<file path="src/rtl/irq_priority_ctrl.sv">
// irq_priority_ctrl
// Clocked interrupt priority controller. Requests are latched into sticky
// pending bits and qualified by the enable and block masks. One winner is
// picked by fixed or round-robin priority and presented to the consumer.
//
// Handshake: irq_valid/irq_id/irq_vec come from registered state only. While
// irq_valid is high, irq_id is held stable. A transfer happens on a rising
// edge where irq_valid and ack are both high. At that edge the winner's
// pending bit is cleared and the controller returns to IDLE. ack is ignored
// while irq_valid is low. If the presented channel stops being eligible before
// it is acked, the controller withdraws irq_valid without clearing anything.
module irq_priority_ctrl #(
   parameter int N_CH       = 9,
   parameter int ID_W       = $clog2(N_CH),
   parameter int RR_PTR_RST = 0
) (
   input  logic            clk,
   input  logic            rst,
   input  logic [N_CH-1:0] req,
   input  logic [N_CH-1:0] en,
   input  logic [N_CH-1:0] blk,
   input  logic            mode,
   input  logic            ack,
   output logic            irq_valid,
   output logic [ID_W-1:0] irq_id,
   output logic [N_CH-1:0] irq_vec,
   output logic            irq_any,
   output logic [N_CH-1:0] pend
);

   typedef enum logic {
      IDLE  = 1'b0,
      VALID = 1'b1
   } state_t;

   // The FSM state is kept in a named register so checkers can bind to it.
   state_t          state;
   state_t          state_next;

   logic [ID_W-1:0] ptr;
   logic [ID_W-1:0] ptr_next;
   logic [ID_W-1:0] id_next;

   logic [N_CH-1:0] eligible;
   logic [N_CH-1:0] id_vec;
   logic [N_CH-1:0] clr;
   logic [N_CH-1:0] pend_next;
   logic            ack_take;

   logic            fix_found;
   logic [ID_W-1:0] fix_id;
   logic            rr_found;
   logic [ID_W-1:0] rr_id;
   logic [ID_W:0]   rr_sum;

   // A channel can be selected only if it is pending, enabled and not blocked.
   assign eligible = pend & en & ~blk;
   assign irq_any  = |eligible;

   // The presented interrupt and its one-hot form are decoded from registers only.
   assign id_vec    = {{(N_CH-1){1'b0}}, 1'b1} << irq_id;
   assign irq_valid = (state == VALID);
   assign irq_vec   = irq_valid ? id_vec : '0;

   // An accepted ack clears the winner. A new request on the same channel
   // re-pends it in the same edge. A disabled channel always drops its bit.
   assign ack_take  = irq_valid & ack;
   assign clr       = ack_take ? id_vec : '0;
   assign pend_next = ((pend & ~clr) | req) & en;

   // Fixed priority: the lowest eligible index wins.
   always_comb begin
      fix_found = 1'b0;
      fix_id    = '0;
      for (int i = 0; i < N_CH; i++) begin
         if (!fix_found && eligible[i]) begin
            fix_found = 1'b1;
            fix_id    = ID_W'(i);
         end
      end
   end

   // Round-robin: the search starts at ptr and wraps from N_CH-1 to 0.
   // The sum ptr+i is always below 2*N_CH, so a single subtraction wraps it.
   always_comb begin
      rr_found = 1'b0;
      rr_id    = '0;
      rr_sum   = '0;
      for (int i = 0; i < N_CH; i++) begin
         rr_sum = {1'b0, ptr} + (ID_W+1)'(i);
         if (rr_sum >= (ID_W+1)'(N_CH)) begin
            rr_sum = rr_sum - (ID_W+1)'(N_CH);
         end
         if (!rr_found && eligible[rr_sum[ID_W-1:0]]) begin
            rr_found = 1'b1;
            rr_id    = rr_sum[ID_W-1:0];
         end
      end
   end

   // FSM next state, winner capture and round-robin pointer advance.
   always_comb begin
      state_next = state;
      id_next    = irq_id;
      ptr_next   = ptr;
      case (state)
         IDLE: begin
            if (irq_any) begin
               state_next = VALID;
               id_next    = mode ? rr_id : fix_id;
            end
         end
         VALID: begin
            if (ack) begin
               // ack takes priority over a withdrawal in the same cycle.
               state_next = IDLE;
               if (mode) begin
                  ptr_next = (irq_id == ID_W'(N_CH-1)) ? '0 : irq_id + ID_W'(1);
               end
            end else if (!eligible[irq_id]) begin
               state_next = IDLE;
            end
         end
         default: begin
            state_next = IDLE;
         end
      endcase
   end

   // State, winner, pointer and pending registers. Reset overrides everything.
   always_ff @(posedge clk) begin
      if (rst) begin
         state  <= IDLE;
         irq_id <= '0;
         ptr    <= ID_W'(RR_PTR_RST);
         pend   <= '0;
      end else begin
         state  <= state_next;
         irq_id <= id_next;
         ptr    <= ptr_next;
         pend   <= pend_next;
      end
   end

endmodule

</file>
<file path="config.mk">
export PLATFORM = sky130hd
export DESIGN_NAME = irq_priority_ctrl
export DESIGN_NICKNAME = d
export VERILOG_FILES = /design/src/rtl/irq_priority_ctrl.sv
export SDC_FILE = /design/constraint.sdc
export NUM_CORES = 1
export LEC_CHECK = 0
export BUFFER_PORTS_ARGS = -buffer_cell sky130_fd_sc_hd__buf_4
export CORE_MARGIN = 1
export CORE_UTILIZATION = 55
export CTS_CLUSTER_DIAMETER = 60
export DETAILED_ROUTE_END_ITERATION = 12
export GPL_TIMING_DRIVEN = 1
export HOLD_SLACK_MARGIN = 0.06
export PLACE_DENSITY = 0.79
export SYNTH_ARGS = -nofsm -noshare
export SYNTH_HDL_FRONTEND = slang
export SYNTH_SLANG_ARGS = --single-unit
export TNS_END_PERCENT = 100
</file>
<file path="constraint.sdc">
create_clock -name clk -period 4.35 [get_ports clk]
set_input_delay 0 -clock clk [delete_from_list [all_inputs] [get_ports clk]]
set_output_delay 0 -clock clk [all_outputs]
set_load 0.05 [all_outputs]
</file>
==> out/metrics.csv, run 1 <==
metric;value;unit
detail_route.wl_per_cell;22.0;um
layout.filler_cells;707;
wire_length_of_the_first_global_routing_pass;27.9;mm
ir_drop;0.000130;V
grt_max_degree;74;
final-setup-viol-count;0;
number_of_cells_on_the_worst_hold_path;3;
groute.usage.overall;0.416;
reg2regPathDepth;13;
critical-path-top-delay-family;simple AND/OR/NAND/NOR gates;
dominantRegCellSynth;dfxtp_1;
die-height;92.7;um
number_of_synthesis_warnings;0;
cts_max_path_buffers;2;
start_kind;register;
seq_area;362;um^2
synth_enable_flop_cells;0;
total_leakage_power;2.23;nW
synth_top_cells_by_area;dfxtp_1 8.0%, ha_1 7.7%, a21oi_1 6.4%, nand2_1 5.4%, nor2_1 4.7%;
min_period;4130;ps
numClockSinks;18;
worstPathArrival;4280;ps
total_die_area;8590;um^2
status;finished clean;
antenna_found_initial;0;
port-buffer-count;54;
ys_types;80;
worst_setup_hold_path_clk_slew;80;ps
synth_area_per_cell;6.85;um^2
tightestPinTransition;934;ps
cap_violations;0;
most_frequent_cells_in_the_layout;80 x buf_4, 65 x nand2_1, 58 x a21oi_1;
number_of_top_level_pins;55;
die_width;92.7;um
ant_nets;0;
max_clk_rate;0.242;GHz
min_period_over_period;0.949;
postSynthCellCount;660;
initial_core_util;0.576;
route.final.wire_length;18.1;mm
cts_tree;built;
path_depth;13;
synthDominantAreaCellType;dfxtp_1;
proportion_of_layout_cells_with_a_drive_suffix_above_1;0.166;
num_rows;32;
synth.ff_latch_count;18;
combined_area_of_the_multi_input_logic_cells;3930;um^2
rsz0062_at_grt;no;
diodes;0;
total_power;723;uW
final_hold_viol_count;0;
max_stage_delay;480;ps
synth_largest_type_area_fraction;0.0797;
global_route.overflow_total;0;
setup-tns-final;0;ps
dr.first_iter.drc_count;592;
layout.cells.most_common;buf_4;
path_class;register to register;
synth_nets;719;
clkLatencyLatePin;260;ps
dpl.hpwl;13.2;mm
core_area;7850;um^2
hold_path_class;input pin to register;
vias;5878;
htree_num_levels;1;
master_of_the_slowest_instance_on_the_critical_path;a2bb2oi_1;
place_congestion;1.06;
async_reset_ff_frac;0;
critPathRequiredTime;4510;ps
syn_to_final_growth;18.3;%
grt_pass1_vias;5376;
drcViolationCount;0;
slew_violations;0;
worstPathMaxFanout;22;
timing.critical_path.to_type;register;
route.detailed.vias_per_inst;7.13;
crit_path_cell_trace;buf_4 > ha_1 > xor2_1 > a22oi_1 > a2bb2oi_1 > mux4_2 > a32oi_2 > and2_4 > nand3_4 > nor4b_2 > nand2_1 > nor3_1 > nor4_2;
fin_worst_skew;5.94;ps
cts_root_buffer;clkbuf_8;
combined_area_of_all_synthesized_cells;4520;um^2
cts.repair_timing.setup_buffer_count;0;
power_density;135;nW/um^2
number_of_detailed_route_iterations_in_the_first_pass;5;
synth_sequential_area_ratio;0.0797;
cts-buffers-inserted;3;
worst_slew_margin_rel;0.367;
critPathBufInv;1;
num-nets-final;782;
kinds of logic (layout without fill, tap and decap cells):
logic type               after synthesis  count (layout)  share of synthesized area
AND/OR/NAND/NOR                      276             276                      0.329
AO/OA/AOI/OAI                        231             231                      0.348
multiplexers                          24              24                     0.0680
adder cells (fa/ha/maj)               28              28                     0.0775
flip-flops                            18              18                     0.0797
XOR/XNOR                              23              23                     0.0445
buffers and inverters                 60             122                     0.0537
through the flow:
stage	cell area, um^2	hold WS [ps]	setup slack, ps	std cells	utilization
final	5350	67.7	222	824	0.682
after global routing	5350	89.6	8.34	824	0.682
after global placement	5100	277	418	801	0.650
after CTS	5340	60.6	279	824	0.681
after detailed placement	5100	290	306	801	0.650
after floorplan	4520	167	255	660	-
Yosys cell counts (7+ instances only):
| library cell | count |
|---|---|
| ha_1 | 28 |
| and3_1 | 14 |
| o22ai_1 | 8 |
| a21oi_1 | 58 |
| o211ai_1 | 11 |
| xnor2_1 | 19 |
| buf_2 | 8 |
| clkbuf_1 | 28 |
| nand2b_1 | 11 |
| mux2i_1 | 15 |
| a31oi_1 | 10 |
| nor2_1 | 57 |
| a211oi_1 | 8 |
| nand3_1 | 18 |
| or3_1 | 10 |
| o21a_1 | 7 |
| nor3_1 | 21 |
| nand2_1 | 65 |
| dfxtp_1 | 18 |
| o21ai_0 | 42 |
| or2_2 | 7 |
| inv_1 | 16 |
| nor2b_1 | 16 |
| nand3b_1 | 8 |
| nor3b_1 | 12 |
| and3b_1 | 8 |
routing by layer:
layer  vias up  global-route usage  part of all wire
li1       2633                   -                 -
met1      2691               0.496              0.37
met2       448               0.675              0.45
met3       106              0.0698              0.11
met4         0               0.295             0.076
met5         -                   0                 0
power breakdown:
group          leakage [nW]  total [mW]  switching, mW  internal, mW
clock                0.0288       0.149         0.0687        0.0807
sequential            0.148       0.192         0.0183         0.174
combinational          2.05       0.381          0.229         0.152
total                  2.23       0.723          0.316         0.406
registers in the layout, summed over array words and instances, names as in the netlist:
| signal | cells |
|---|---|
| ptr | 4 |
| pend | 9 |
| irq_id | 4 |
| irq_valid | 1 |
layout make-up:
class | instances | share of cell area
tap | 102 | 0.0239
multi-input combinational | 582 | 0.734
timing repair buffer | 100 | 0.152
sequential | 18 | 0.0676
inverter | 18 | 0.0126
clock buffer | 4 | 0.0103
worst paths after layout:
kind	startpoint	endpoint	slack, ps
worst max-delay path	ptr[2]	irq_id[0]	220
worst min-delay path	ack	irq_valid	70
worst max register to register	ptr[2]	irq_id[0]	220
worst min register to register	irq_id[2]	irq_id[2]	690
tightest hold or removal path, delay by kind of cell:
kind | cells | cell delay [ps]
buffers and inverters | 1 | 120
AND/OR/NAND/NOR | 1 | 110
AO/OA/AOI/OAI | 1 | 60
what timing repair did:
item	CTS	global route
endpoints found under the hold margin	10	0
endpoints found under the setup margin	0	4
hold buffers	19	0
gates resized for setup	0	1
Power figures use the tool's default switching activity.
==> run 2: changes to the inputs <==
- PLACE_DENSITY: 0.79 -> default
- PLACE_DENSITY_LB_ADDON: default -> 0.3
==> out/metrics.csv, run 2 (synthesized netlist as in run 1, its figures left out) <==
metric;value;unit;change
status;finished clean;;unchanged
die-height;92.7;um;unchanged
power.clock.fraction;0.217;;was 0.207
cts_root_buffer;clkbuf_8;;unchanged
most_frequent_cells_in_the_layout;83 x buf_4, 65 x nand2_1, 58 x a21oi_1;;was 80 x buf_4, 65 x nand2_1, 58 x a21oi_1
layout.cells.non_filler;825;;was 824
reg2reg_setup_slack;250;ps;was 220 ps
switching_share;0.449;;was 0.438
place_congestion;1.08;;was 1.06
groute.usage.overall;0.425;;was 0.416
drcViolationCount;0;;unchanged
number_of_top_level_pins;55;;unchanged
placed_cells_incl_taps;803;;was 801
power.sequential.fraction;0.261;;was 0.266
max_clk_rate;0.244;GHz;was 0.242 GHz
regToRegStartpoint;ptr[1];;was ptr[2]
largest_reg_flops;9;;unchanged
worst_hold_startpoint;ack;;unchanged
rsz0062_at_grt;no;;unchanged
cts_max_path_buffers;2;;unchanged
final_hold_viol_count;0;;unchanged
antenna_found_initial;0;;unchanged
dpl.hpwl;13.4;mm;was 13.2 mm
ant_nets;0;;unchanged
num_rows;32;;unchanged
min_period_over_period;0.942;;was 0.949
setup_slack;253;ps;was 222 ps
combinationalPowerShare;0.522;;was 0.527
critical_path.reg2reg.endpoint;irq_id[0];;unchanged
worstPathArrival;4290;ps;was 4280 ps
wire_length_of_the_first_global_routing_pass;28.8;mm;was 27.9 mm
hold_path_class;input pin to register;;unchanged
timing.critical_path.to_type;register;;unchanged
pre_cts_slack;284;ps;was 306 ps
slew_violations;0;;unchanged
clkLatencyLatePin;270;ps;was 260 ps
grt_pass1_vias;5492;;was 5376
die_width;92.7;um;unchanged
route.detailed.vias_per_inst;7.30;;was 7.13
worstPathMaxFanout;19;;was 22
diodes;0;;unchanged
num-nets-final;783;;was 782
path_class;register to register;;unchanged
number_of_detailed_route_iterations_in_the_first_pass;7;;was 5
power_density;139;nW/um^2;was 135 nW/um^2
ir_drop;0.000156;V;was 0.000130 V
total_die_area;8590;um^2;unchanged
global_route.overflow_total;0;;unchanged
number_of_cells_on_the_worst_hold_path;3;;unchanged
detail_route.wl_per_cell;22.5;um;was 22.0 um
initial_core_util;0.576;;unchanged
critPathRequiredTime;4540;ps;was 4510 ps
dpl-instance-area;5100;um^2;about the same
min_period;4100;ps;was 4130 ps
port-buffer-count;54;;unchanged
route.final.wire_length;18.6;mm;was 18.1 mm
fin_hold_ws;80.7;ps;was 67.7 ps
vias;6022;;was 5878
min_delay_worst_endpoint;irq_valid;;unchanged
dr.first_iter.drc_count;850;;was 592
htree_num_levels;1;;unchanged
worst_slew_margin_rel;0.385;;was 0.367
total_power;743;uW;was 723 uW
grt_max_degree;31;;was 74
layout.cells.most_common;buf_4;;unchanged
numClockSinks;18;;unchanged
switching_power;334;uW;was 316 uW
cts.repair_timing.setup_buffer_count;0;;unchanged
total_leakage_power;2.24;nW;was 2.23 nW
syn_to_final_growth;18.5;%;was 18.3%
start_kind;register;;unchanged
final-setup-viol-count;0;;unchanged
cts_tree;built;;unchanged
fin_worst_skew;7.18;ps;was 5.94 ps
worst_setup_hold_path_clk_slew;90;ps;was 80 ps
tightestPinTransition;919;ps;was 934 ps
intPower;409;uW;was 406 uW
post_route_standard_cell_area_excluding_fillers;5360;um^2;was 5350 um^2
cap_violations;0;;unchanged
core_area;7850;um^2;unchanged
cts-buffers-inserted;3;;unchanged
proportion_of_layout_cells_with_a_drive_suffix_above_1;0.173;;was 0.166
setup-tns-final;0;ps;unchanged
finish.utilization;0.683;;was 0.682
largest_registers;pend x9, irq_id x4, ptr x4;;unchanged
reg2regPathDepth;13;;unchanged
registers.top_by_ff_count;pend;;unchanged
-- run 2: final cells by class --
cell class | count | area (um^2)
Timing Repair Buffer | 101 | 803
Inverter | 18 | 67.6
Clock buffer | 4 | 55.1
Multi-Input combinational cell | 582 | 3940
Fill cell | 723 | 2490
Tap cell | 102 | 128
Sequential cell | 18 | 362
-- run 2: power by group through the flow --
stage / clock [mW] / sequential, mW / combinational [mW]
global placement: 0 / 0.195 / 0.352
detailed placement: 0 / 0.195 / 0.357
floorplan: 0 / 0.216 / 0.221
global route: 0.163 / 0.195 / 0.411
finish: 0.161 / 0.194 / 0.388
CTS: 0.155 / 0.192 / 0.370
-- run 2: worst max path at each step --
stage,startpoint,end,slack (ps),depth (start not counted)
after global placement,ptr[0],irq_id[0],390,13
after floorplan,ptr[1],irq_id[0],260,15
final,ptr[1],irq_id[0],250,13
after CTS,ptr[0],irq_id[0],250,13
after global routing,ptr[2],irq_id[0],30,13
after detailed placement,ptr[0],irq_id[0],280,13
-- run 2: routing by layer --
metal	global-route usage	vias to the layer above	wire length, um
li1	-	2617	-
met1	0.549	2787	6830
met2	0.658	503	8110
met3	0.0862	115	2540
met4	0.232	0	1130
met5	0	-	0
-- run 2: critical path, stage by stage (launching register included) --
cell,delay [ps]
dfxtp_1,340
buf_4,260
ha_1,420
a21oi_1,160
xnor2_1,510
a21oi_1,270
o311ai_0,350
a311oi_1,160
a22oi_2,380
nand3_4,150
or3_1,450
o211a_1,170
o2111a_1,250
nor4_2,120
-- run 2: what timing repair did --
action                     in CTS  in global routing
hold buffers                   18                  0
hold endpoints to repair        9                  0
gates resized for setup         0                  5
setup endpoints to repair       0                  4
